`config.mk`:
```
export PLATFORM = sky130hd
export DESIGN_NAME = softmax_exp_input_scheduler_flat
export DESIGN_NICKNAME = d
export VERILOG_FILES = /design/src/rtl/softmax_exp_input_scheduler_if.sv /design/src/rtl/softmax_exp_input_scheduler.sv /design/src/flat_wrapper.sv
export SDC_FILE = /design/constraint.sdc
export NUM_CORES = 2
export LEC_CHECK = 0
export ABC_AREA = 1
export CAP_MARGIN = 20
export CORE_MARGIN = 10
export CORE_UTILIZATION = 47
export DETAILED_ROUTE_END_ITERATION = 16
export HOLD_SLACK_MARGIN = 0.05
export PLACE_DENSITY = 0.73
export SLEW_MARGIN = 20
export SYNTH_ARGS = -nofsm -noshare
export SYNTH_HDL_FRONTEND = slang
export SYNTH_SLANG_ARGS = --single-unit
```
`constraint.sdc`:
```
create_clock -name clk -period 20.2 [get_ports clk]
set_input_delay 2.02 -clock clk [delete_from_list [all_inputs] [get_ports clk]]
set_output_delay 2.02 -clock clk [all_outputs]
set_load 0.02 [all_outputs]
```
`src/rtl/softmax_exp_input_scheduler_if.sv`:
```
// Handshake and operand bus between the softmax exp-input scheduler and its neighbours.
// The master modport is the scheduler. The slave modport is the control/datapath side.
interface softmax_exp_input_scheduler_if #(
  parameter int DATA_WIDTH = 32,
  parameter int N_INPUTS   = 10
);
  localparam int G  = (N_INPUTS + 3) / 4;
  localparam int GW = (G > 1) ? $clog2(G) : 1;

  logic                           start;
  logic [N_INPUTS*DATA_WIDTH-1:0] in_vector;
  logic                           exp_ready;
  logic                           dp_done;
  logic                           busy;
  logic                           dp_enable;
  logic [DATA_WIDTH-1:0]          dp_in1;
  logic [DATA_WIDTH-1:0]          dp_in2;
  logic [DATA_WIDTH-1:0]          dp_in3;
  logic [DATA_WIDTH-1:0]          dp_in4;
  logic [DATA_WIDTH-1:0]          dp_max;
  logic [3:0]                     lane_valid;
  logic [GW-1:0]                  group_idx;
  logic                           last_group;
  logic                           done;

  modport master (
    input  start, in_vector, exp_ready, dp_done,
    output busy, dp_enable, dp_in1, dp_in2, dp_in3, dp_in4, dp_max,
           lane_valid, group_idx, last_group, done
  );

  modport slave (
    output start, in_vector, exp_ready, dp_done,
    input  busy, dp_enable, dp_in1, dp_in2, dp_in3, dp_in4, dp_max,
           lane_valid, group_idx, last_group, done
  );
endinterface

```
`src/rtl/softmax_exp_input_scheduler.sv`:
```
// Softmax exp-input sequencer: multi-cycle vector max, then issues groups of four
// operands plus the max to the "max minus x" datapath, one group per handshake.
//
// state   | meaning
// --------+------------------------------------------------------------
// S_IDLE  | waiting for start; vector captured on accepted start
// S_MAX   | one group per cycle folded into the running max
// S_ISSUE | group operands registered; pulse dp_enable once exp_ready=1
// S_WAIT  | operands held until the datapath returns dp_done
// S_DONE  | one-cycle done pulse
module softmax_exp_input_scheduler #(
  parameter int ARITH_TYPE = 0,
  parameter int DATA_WIDTH = 32,
  parameter int E          = 8,
  parameter int M          = 23,
  parameter int N_INPUTS   = 10
) (
  input logic                          clk,
  input logic                          reset,
  softmax_exp_input_scheduler_if.master bus
);
  localparam int G  = (N_INPUTS + 3) / 4;
  localparam int GW = (G > 1) ? $clog2(G) : 1;
  localparam logic [GW-1:0] LAST_GRP = GW'(G - 1);

  typedef enum logic [2:0] {
    S_IDLE,
    S_MAX,
    S_ISSUE,
    S_WAIT,
    S_DONE
  } state_t;

  state_t state, state_nxt;

  logic [DATA_WIDTH-1:0] vec_q [N_INPUTS];
  logic [DATA_WIDTH-1:0] run_max_q;
  logic [DATA_WIDTH-1:0] max_nxt;
  logic [DATA_WIDTH-1:0] pad_val;
  logic [GW-1:0]         grp_q;
  logic [GW-1:0]         load_grp;
  logic                  load_issue;
  logic [DATA_WIDTH-1:0] ld_op [4];
  logic [3:0]            ld_valid;

  logic [DATA_WIDTH-1:0] dp_in_q [4];
  logic [DATA_WIDTH-1:0] dp_max_q;
  logic [3:0]            lane_valid_q;
  logic [GW-1:0]         group_idx_q;
  logic                  last_group_q;

  // Strict "a greater than b"; +0/-0 are equal so a tie never replaces the running max.
  function automatic logic gt(input logic [DATA_WIDTH-1:0] a, input logic [DATA_WIDTH-1:0] b);
    logic [E+M-1:0] ma, mb;
    ma = a[E+M-1:0];
    mb = b[E+M-1:0];
    if (ARITH_TYPE == 1) return $signed(a) > $signed(b);
    if (ma == '0 && mb == '0) return 1'b0;
    if (a[DATA_WIDTH-1] != b[DATA_WIDTH-1]) return ~a[DATA_WIDTH-1];
    if (!a[DATA_WIDTH-1]) return ma > mb;
    return ma < mb;
  endfunction

  always_comb begin
    max_nxt = run_max_q;
    for (int l = 0; l < 4; l++) begin
      for (int k = 0; k < N_INPUTS; k++) begin
        if (k == int'(grp_q) * 4 + l && gt(vec_q[k], max_nxt)) max_nxt = vec_q[k];
      end
    end
  end

  // Leaving MAX, the max register is loaded on the same edge, so pad from max_nxt.
  assign pad_val    = (state == S_MAX) ? max_nxt : dp_max_q;
  assign load_grp   = (state == S_MAX) ? '0 : grp_q + 1'b1;
  assign load_issue = ((state == S_MAX) && (grp_q == LAST_GRP)) ||
                      ((state == S_WAIT) && bus.dp_done && !last_group_q);

  always_comb begin
    for (int l = 0; l < 4; l++) begin
      ld_valid[l] = 1'b0;
      ld_op[l]    = pad_val;
      for (int k = 0; k < N_INPUTS; k++) begin
        if (k == int'(load_grp) * 4 + l) begin
          ld_valid[l] = 1'b1;
          ld_op[l]    = vec_q[k];
        end
      end
    end
  end

  always_ff @(posedge clk) begin
    if (reset) state <= S_IDLE;
    else       state <= state_nxt;
  end

  always_comb begin
    state_nxt = state;
    unique case (state)
      S_IDLE:  if (bus.start) state_nxt = S_MAX;
      S_MAX:   if (grp_q == LAST_GRP) state_nxt = S_ISSUE;
      S_ISSUE: if (bus.exp_ready) state_nxt = S_WAIT;
      S_WAIT:  if (bus.dp_done) state_nxt = last_group_q ? S_DONE : S_ISSUE;
      S_DONE:  state_nxt = S_IDLE;
      default: state_nxt = S_IDLE;
    endcase
  end

  always_ff @(posedge clk) begin
    if (reset) begin
      for (int k = 0; k < N_INPUTS; k++) vec_q[k] <= '0;
      for (int l = 0; l < 4; l++) dp_in_q[l] <= '0;
      run_max_q    <= '0;
      grp_q        <= '0;
      dp_max_q     <= '0;
      lane_valid_q <= '0;
      group_idx_q  <= '0;
      last_group_q <= 1'b0;
    end else begin
      if (state == S_IDLE && bus.start) begin
        for (int k = 0; k < N_INPUTS; k++)
          vec_q[k] <= bus.in_vector[k*DATA_WIDTH +: DATA_WIDTH];
        run_max_q <= bus.in_vector[DATA_WIDTH-1:0];
        grp_q     <= '0;
      end
      if (state == S_MAX) begin
        run_max_q <= max_nxt;
        if (grp_q == LAST_GRP) dp_max_q <= max_nxt;
      end
      if (state == S_MAX && grp_q != LAST_GRP) grp_q <= grp_q + 1'b1;
      if (load_issue) begin
        grp_q <= load_grp;
        for (int l = 0; l < 4; l++) dp_in_q[l] <= ld_op[l];
        lane_valid_q <= ld_valid;
        group_idx_q  <= load_grp;
        last_group_q <= (load_grp == LAST_GRP);
      end
    end
  end

  assign bus.busy       = (state != S_IDLE);
  assign bus.dp_enable  = (state == S_ISSUE) && bus.exp_ready;
  assign bus.done       = (state == S_DONE);
  assign bus.dp_in1     = dp_in_q[0];
  assign bus.dp_in2     = dp_in_q[1];
  assign bus.dp_in3     = dp_in_q[2];
  assign bus.dp_in4     = dp_in_q[3];
  assign bus.dp_max     = dp_max_q;
  assign bus.lane_valid = lane_valid_q;
  assign bus.group_idx  = group_idx_q;
  assign bus.last_group = last_group_q;
endmodule

```
`src/flat_wrapper.sv`:
```
// flat-port wrapper written by rule: the top's interface ports become plain ports
module softmax_exp_input_scheduler_flat 
#(
  parameter int ARITH_TYPE = 0,
  parameter int DATA_WIDTH = 32,
  parameter int E          = 8,
  parameter int M          = 23,
  parameter int N_INPUTS   = 10
)
  (clk, reset, bus_start, bus_in_vector, bus_exp_ready, bus_dp_done, bus_busy, bus_dp_enable, bus_dp_in1, bus_dp_in2, bus_dp_in3, bus_dp_in4, bus_dp_max, bus_lane_valid, bus_group_idx, bus_last_group, bus_done);
  softmax_exp_input_scheduler_if #(.DATA_WIDTH(DATA_WIDTH), .N_INPUTS(N_INPUTS)) bus_i ();
  input logic clk;
  input logic reset;
  input wire logic [$bits(bus_i.start)-1:0] bus_start;
  input wire logic [$bits(bus_i.in_vector)-1:0] bus_in_vector;
  input wire logic [$bits(bus_i.exp_ready)-1:0] bus_exp_ready;
  input wire logic [$bits(bus_i.dp_done)-1:0] bus_dp_done;
  output wire logic [$bits(bus_i.busy)-1:0] bus_busy;
  output wire logic [$bits(bus_i.dp_enable)-1:0] bus_dp_enable;
  output wire logic [$bits(bus_i.dp_in1)-1:0] bus_dp_in1;
  output wire logic [$bits(bus_i.dp_in2)-1:0] bus_dp_in2;
  output wire logic [$bits(bus_i.dp_in3)-1:0] bus_dp_in3;
  output wire logic [$bits(bus_i.dp_in4)-1:0] bus_dp_in4;
  output wire logic [$bits(bus_i.dp_max)-1:0] bus_dp_max;
  output wire logic [$bits(bus_i.lane_valid)-1:0] bus_lane_valid;
  output wire logic [$bits(bus_i.group_idx)-1:0] bus_group_idx;
  output wire logic [$bits(bus_i.last_group)-1:0] bus_last_group;
  output wire logic [$bits(bus_i.done)-1:0] bus_done;
  assign bus_i.start = bus_start;
  assign bus_i.in_vector = bus_in_vector;
  assign bus_i.exp_ready = bus_exp_ready;
  assign bus_i.dp_done = bus_dp_done;
  assign bus_busy = bus_i.busy;
  assign bus_dp_enable = bus_i.dp_enable;
  assign bus_dp_in1 = bus_i.dp_in1;
  assign bus_dp_in2 = bus_i.dp_in2;
  assign bus_dp_in3 = bus_i.dp_in3;
  assign bus_dp_in4 = bus_i.dp_in4;
  assign bus_dp_max = bus_i.dp_max;
  assign bus_lane_valid = bus_i.lane_valid;
  assign bus_group_idx = bus_i.group_idx;
  assign bus_last_group = bus_i.last_group;
  assign bus_done = bus_i.done;
  softmax_exp_input_scheduler #(.ARITH_TYPE(ARITH_TYPE), .DATA_WIDTH(DATA_WIDTH), .E(E), .M(M), .N_INPUTS(N_INPUTS)) u_core (.clk(clk), .reset(reset), .bus(bus_i));
endmodule
```
=== Word-level counts from Yosys, hierarchy flattened ===
Memory sizes are Yosys's and may differ from the RTL's.
Cells that the tools add are included.

* Flip-flop bits (word level): 76
* Memory bits (writable): 448
* Word-level logic and storage cells: 846
* Memories kept: 2

{| class="wikitable"
|+ Memories
! memory !! words !! bits a word !! rd ports !! clocked after memory_dff !! wr ports !! RTL line !! source
|-
| u_core.vec_q || 10 || 32 || 10 || 0 || 10 || softmax_exp_input_scheduler.sv:36 || <nowiki>logic [DATA_WIDTH-1:0] vec_q [N_INPUTS];</nowiki>
|-
| u_core.dp_in_q || 4 || 32 || 4 || 0 || 4 || softmax_exp_input_scheduler.sv:46 || <nowiki>logic [DATA_WIDTH-1:0] dp_in_q [4];</nowiki>
|}

* Add/subtract/negate cells: 7
* Order comparisons: 66
* Equal/unequal tests: 102
* Multiplexer cells: 507
* Bitwise operators: 24
* Reduce and logical (&&, ||, !) cells: 131

{| class="wikitable"
|+ Operators by type and width
! operator !! count
|-
| 32-bit two-way mux || 83
|-
| 31-bit logical NOT || 43
|-
| 31-bit > comparator || 33
|-
| 31-bit less-than comparator || 33
|-
| 4-bit by 32-bit == test with 1-bit output, first input constant || 24
|-
| 1-bit two-way mux || 414
|-
| 3-bit by 32-bit == test with 1-bit output, first input constant || 12
|-
| 5-bit by 32-bit == test with 1-bit output, first input constant || 12
|-
| 32-bit logical NOT || 8
|-
| 2-bit by 32-bit == test with 1-bit output, first input constant || 6
|-
| 1-bit logical AND || 72
|-
| 1-bit inequality test || 33
|-
| 4-bit by 2-bit adder with 5-bit output, second input constant || 4
|-
| 3-bit two-way mux || 5
|-
| 1-bit bitwise OR || 14
|-
| 3-bit case mux with 4 select lines || 1
|-
| 4-bit by 1-bit adder with 5-bit output, second input constant || 2
|-
| 2-bit inequality test, second input constant || 5
|-
| 1-bit inverter || 10
|-
| 2-bit == test, first input constant || 4
|-
| 2-bit two-way mux || 4
|-
| 3-bit by 2-bit == test with 1-bit output, second input constant || 2
|-
| 3-bit nonzero test || 2
|-
| 2-bit == test, second input constant || 2
|-
| other kinds (9) || 9
|}

=== Logic depth before layout (Yosys ltp) ===
An unclocked memory read counts as a cell.

* Word-level depth: 376
* Mapped depth: 186
* Mapped depth without buffers: 169

=== Worst setup path before layout ===
OpenSTA, ideal clock, no wires.

* Path type: flip-flop to flip-flop
* Start: memory u_core.vec_q[0][26]
* End: register u_core.dp_max_q[25] (netlist: u_core.bus.dp_max[25])
* Arrival: 18.824 ns
* Data required time: 20.091 ns
* Setup slack: 1.267 ns
* Cell stages (with the launch flop): 149
* Buffers on the path: 16
* Cells stage by stage: edfxtp_1 -> ha_1 -> nand2_1 -> nor2_1 -> and2_4 -> nand2_1 -> nand3_1 -> nor2_1 -> nand2_1 -> a21oi_4 -> nand2_4 -> buf_6 -> buf_2 -> o21ai_1 -> inv_1 -> ha_1 -> nand4_1 -> nor3_1 -> [... 113 more ...] -> o21a_1 -> inv_1 -> ha_1 -> a21oi_1 -> nor2_1 -> o21ai_0 -> o211ai_1 -> a221oi_1 -> nand2_1 -> nand2_1 -> nand2_1 -> nand2_2 -> buf_2 -> nand2_1 -> nand2_1 -> nand2_1 -> nand2_1 -> inv_1

{| class="wikitable"
|+ RTL lines
! item !! RTL line !! source
|-
| start: declaration || softmax_exp_input_scheduler.sv:36 ||
|-
| end signal: assignment || softmax_exp_input_scheduler.sv:128 || <nowiki>if (grp_q == LAST_GRP) dp_max_q <= max_nxt;</nowiki>
|-
| end: declaration || softmax_exp_input_scheduler.sv:47 || <nowiki>logic [DATA_WIDTH-1:0] dp_max_q;</nowiki>
|}

=== Final worst setup path ===
* Start: register u_core.run_max_q[23]
* End: register u_core.run_max_q[28]

* Longest elaborated chain between the ends: 264
* Elaborated cells on any way between the ends: 492

{| class="wikitable"
|+ Ends and longest elaborated chain
! item !! RTL line !! source
|-
| start: declaration || softmax_exp_input_scheduler.sv:37 || <nowiki>logic [DATA_WIDTH-1:0] run_max_q;</nowiki>
|-
| start signal: assignment || softmax_exp_input_scheduler.sv:123 || <nowiki>run_max_q <= bus.in_vector[DATA_WIDTH-1:0];</nowiki>
|-
| start signal: assignment || softmax_exp_input_scheduler.sv:127 || <nowiki>run_max_q <= max_nxt;</nowiki>
|-
| 31-bit > comparator || softmax_exp_input_scheduler.sv:60 || <nowiki>if (!a[DATA_WIDTH-1]) return ma > mb;</nowiki>
|-
| 1-bit two-way mux || softmax_exp_input_scheduler.sv:60 ||
|-
| 1-bit two-way mux || softmax_exp_input_scheduler.sv:61 || <nowiki>return ma < mb;</nowiki>
|-
| 1-bit two-way mux || softmax_exp_input_scheduler.sv:60 ||
|-
| 1-bit two-way mux || softmax_exp_input_scheduler.sv:59 || <nowiki>if (a[DATA_WIDTH-1] != b[DATA_WIDTH-1]) return ~a[DATA_WIDTH-1];</nowiki>
|-
| 1-bit logical AND || softmax_exp_input_scheduler.sv:68 || <nowiki>if (k == int'(grp_q) * 4 + l && gt(vec_q[k], max_nxt)) max_nxt = vec_q[k];</nowiki>
|-
| 32-bit two-way mux * || softmax_exp_input_scheduler.sv:68 ||
|-
| parallel branches: the longest is 7 deep, another holds 31-bit > comparator || - ||
|-
| [... 224 more ...] || - ||
|-
| 32-bit two-way mux * || softmax_exp_input_scheduler.sv:68 ||
|-
| parallel branches: the longest is 7 deep, another holds 31-bit > comparator || - ||
|-
| 32-bit two-way mux * || softmax_exp_input_scheduler.sv:68 ||
|-
| parallel branches: the longest is 7 deep, another holds 31-bit > comparator || - ||
|-
| 32-bit two-way mux * || softmax_exp_input_scheduler.sv:68 ||
|-
| parallel branches: the longest is 7 deep, another holds 31-bit > comparator || - ||
|-
| 32-bit two-way mux * || softmax_exp_input_scheduler.sv:68 ||
|-
| 32-bit two-way mux * || softmax_exp_input_scheduler.sv:126 || <nowiki>if (state == S_MAX) begin</nowiki>
|}

Mark *: on every way between the ends. The select of a mux whose other input is x is not followed.
A chain may end at the register's enable or synchronous reset.

==> run summary <==
In the synthesized netlist the dominant register cell turns out to be edfxtp_1. The width of the chip came out at 296.9 um. TritonCTS built the clock tree. The tools report the number of antenna violations at the first check in global routing as 24.

For this configuration, the core starts out at a cell density of 47.45%. The critical path's largest stage delay was 500 ps. The clock buffer count from CTS was 56. Measured against its own limit, the worst slew margin works out to 26.37%. The number of top-level design ports came out at 495. Once detail routing completed, the nets flagged for antenna violations numbered 0.

The via count of the first global-routing pass came out at 36820. Data on the critical path arrives at its endpoint at 20220 ps. The global-route wire length before repair was 251.7 mm; the worst-margin pin slew was 1104 ps. The tool flagged a number of max-cap violations equal to 0. When the netlist entered floorplanning its net count stood at 5337. The die outline area is 88140 um^2, and the number of enable flip-flop cells after synthesis is 448. The routed design has 182.6 mm of wire. Along the worst path, the maximum fanout reaches 17.

Counting along the longest clock path gives a buffer depth of 3. The endpoint kind of the worst setup timing path is a flop. The cell area that synthesis handed to floorplanning was 36030 um^2. The tools report the maximum clock frequency as 0.05084 GHz. Once placement completed, the tool counted placed cells totaling 6743.

The H-tree was split into 2 levels. The worst clock skew was 44.39 ps; the share of flip-flops with an asynchronous set or reset after synthesis was 0%. In the global route stage, overall resource usage came out at 38.35%.

In this run, post-CTS hold repair placed 0 buffers. The number of pins with negative max-slew slack in the final report was 0. On the final layout, the worst hold slack is 490.9 ps. For this design, the slowest cell found on the critical path is or4_4. The category of cells accounting for the largest share of critical-path delay is simple AND/OR/NAND/NOR gates.

The run gives 660 ps as the clock latency at the later pin of the worst-skew pair. Dividing the detail-routed wire length by the instance count gives 26.27 um. Synthesis inferred 522 register bits. The length of the first detailed-routing pass in iterations is 8. The count of buffers added on input and output ports is 494. Setup violations remaining at the end of the flow were counted as 0. Worst setup path category: flop to flop.

The setup check on the worst reg-to-reg path leaves a slack of 530 ps. The time the worst path needs with I/O delays and setup was 19670 ps. For this run, the register share of the synthesized area comes to 41.44%. Of the cells placed in the final design, the portion with a size suffix greater than 1 is 21.79%. For the worst flop-to-flop path, the logic depth is 142. The detailed placement HPWL came out at 142.6 mm.

The path with the worst hold slack has its endpoint at u_core.state[2]. The clock net in this run drives a total of 522 sinks. The floorplan has 101 rows.

Together, buffers and inverters on the worst path number 29. The routability-driven placement congestion ratio was 1.058. The run gives 531.8 ps as the post-route worst setup slack.

After detailed routing, the number of vias per cell comes to 5.829. Count of yosys warnings during synthesis: 0. The worst path required time was 20750 ps; the area added between synthesis and finish was 42.95%.

In this run the vertical extent of the chip is 296.9 um. Setup repair after global routing could not meet its margin everywhere. The maximum number of pins on one net before global-route repair is 112, and the gate count after technology mapping is 4765. The capture instance of the worst register-to-register path was u_core.run_max_q[28]. The distinct cell type count of the synthesized netlist came out at 51. The count of unresolved DRC violations after routing was 0; the post-layout net count was 6429. The total count of hold-check failures in the final report came out at 0. The first routing iteration left 5397 violations. The final standard cell count with taps included and fillers excluded was 6951. In this run the worst hold path is classified as flop to flop. The clock-pin slew on the worst setup and hold paths is 60 ps, and the post-route clock period utilization is 97.37%. Mean instance size in the synthesized netlist: 7.562 um^2.

The tools report the startpoint of the worst-slack reg-to-reg timing path as u_core.run_max_q[23]. The worst setup slack before clock tree synthesis is -536.9 ps, and the detailed-route via count is 40520. The floorplan step defined a core boundary enclosing 75950 um^2. The run finished with clean final reports.

The tools report the worst hold path startpoint as u_core.bus.last_group. STA classifies the critical path startpoint as a flop. The worst hold path cell count came out at 2. The tree is rooted in a clkbuf_16. For this run the aggregate overflow at the end of global routing stands at 0. Counting stages on the worst path, the most repeated cell is nand2_1.
[cell usage after synthesis, types with 52 or more instances]
library cell,number,area [um^2]
nand2_1,1014,3806
inv_1,811,3044
nor2_1,495,1858
edfxtp_1,448,13450
nand3_1,322,1612
ha_1,247,3090
a21oi_1,172,860.8
o21ai_1,149,745.7
o22ai_1,147,919.6
nand4_1,112,700.7
nor3_1,101,505.5
inv_2,97,364.1
clkbuf_1,94,352.8
o21ai_0,94,470.5
nor4_1,78,488.0
dfxtp_1,74,1481
o32ai_1,60,525.5
buf_2,52,260.3
[per-stage QoR]
step	setup TNS [ps]	utilization, %	area [um^2]
3_5_place_dp	-27280	61.00	46330
4_1_cts	0	63.71	48390
2_1_floorplan	0	-	36030
5_1_grt	-25610	67.77	51470
6_report	0	67.82	51510
3_3_place_gp	-6945	61.00	46330
[per-layer routing]
layer	global-route usage, %	up-vias	wire length, um
li1	-	18150	-
met1	49.31	18690	68290
met2	57.57	2986	78120
met3	10.71	666	23570
met4	21.46	22	12440
met5	0	-	214
[area by class of cell]
cell class                      instances  area [um^2]
Timing Repair Buffer                 1212        10970
Fill cell                            6431        24440
Clock buffer                           71         1540
Clock inverter                         33        415.4
Tap cell                             1030         1289
Sequential cell                       522        14940
Antenna cell                           18        45.04
Inverter                              922         3523
Multi-Input combinational cell       3143        18780
[cells by family after synthesis]
group                      after synthesis  synth area share [%]
AOI/OAI and AO/OA                      720                 12.01
adders and majority gates              247                 8.576
buffers and inverters                 1102                 12.02
DFF                                    522                 41.44
and+or+nand+nor                       2174                 25.95
[tightest hold or removal path: cells and delay by family (launching register included)]
family | cells | cell delay [ps]
buffers and inverters | 1 | 70
DFF | 1 | 320
and+or+nand+nor | 1 | 50
[cell usage in the layout (no fill, tap or decap), types with 13 or more instances in the layout]
cell             synthesis  final
buf_6                   10     16
o21ai_2                  4     78
edfxtp_1               448    448
a21oi_2                  5     29
o22ai_1                147    147
nand3_1                322    309
o32ai_1                 60     60
a21oi_1                172    143
nand4_1                112    112
nand2_1               1014    953
ha_1                   247    192
clkdlybuf4s50_1          0    493
inv_2                   97    108
nor2_2                   0     18
nand2_2                 13     56
nor3_1                 101     92
ha_4                     0     54
nor2_1                 495    469
o21ai_0                 94     52
nand3b_1                13     13
nor4_1                  78     66
nand2_4                  5     22
clkinv_1                13     18
inv_1                  811    790
dfxtp_1                 74     68
diode_2                  0     18
o21ai_1                149    103
buf_12                   0     17
buf_4                   14    661
clkbuf_16                0     77
o21a_1                  23     20
o21ai_4                  0     14
[flip-flops by register name, indices dropped and copies added (netlist names)]
name and count:
u_core.vec_q 320, u_core.bus.last_group 1, u_core.bus.dp_max 32, u_core.bus.lane_valid 2
u_core.state 3, u_core.run_max_q 32, u_core.grp_q 2, u_core.bus.group_idx 2
u_core.dp_in_q 128
[how the worst max path moves through the flow]
stage,slack [ps],start,depth (start not counted),endpoint
6_report,530,u_core.run_max_q[23],142,u_core.run_max_q[28]
5_1_grt,-470,u_core.vec_q[0][5],158,u_core.run_max_q[28]
4_1_cts,2,u_core.run_max_q[30],153,u_core.run_max_q[18]
3_5_place_dp,-540,u_core.run_max_q[30],136,u_core.run_max_q[18]
3_3_place_gp,-220,u_core.run_max_q[30],147,u_core.bus.dp_max[0]
2_1_floorplan,1270,u_core.vec_q[0][26],148,u_core.bus.dp_max[25]
[what timing repair did]
item                                    4_1_cts  5_1_grt
buffers inserted                              1       63
pin swaps                                     3      179
endpoints found under the setup margin       64       64
resized for setup                            26      469
cloned                                        0       23
Power is left out: the tool's default activity adds up to more than one toggle a clock period on the data nets, which glitch-free logic cannot reach.
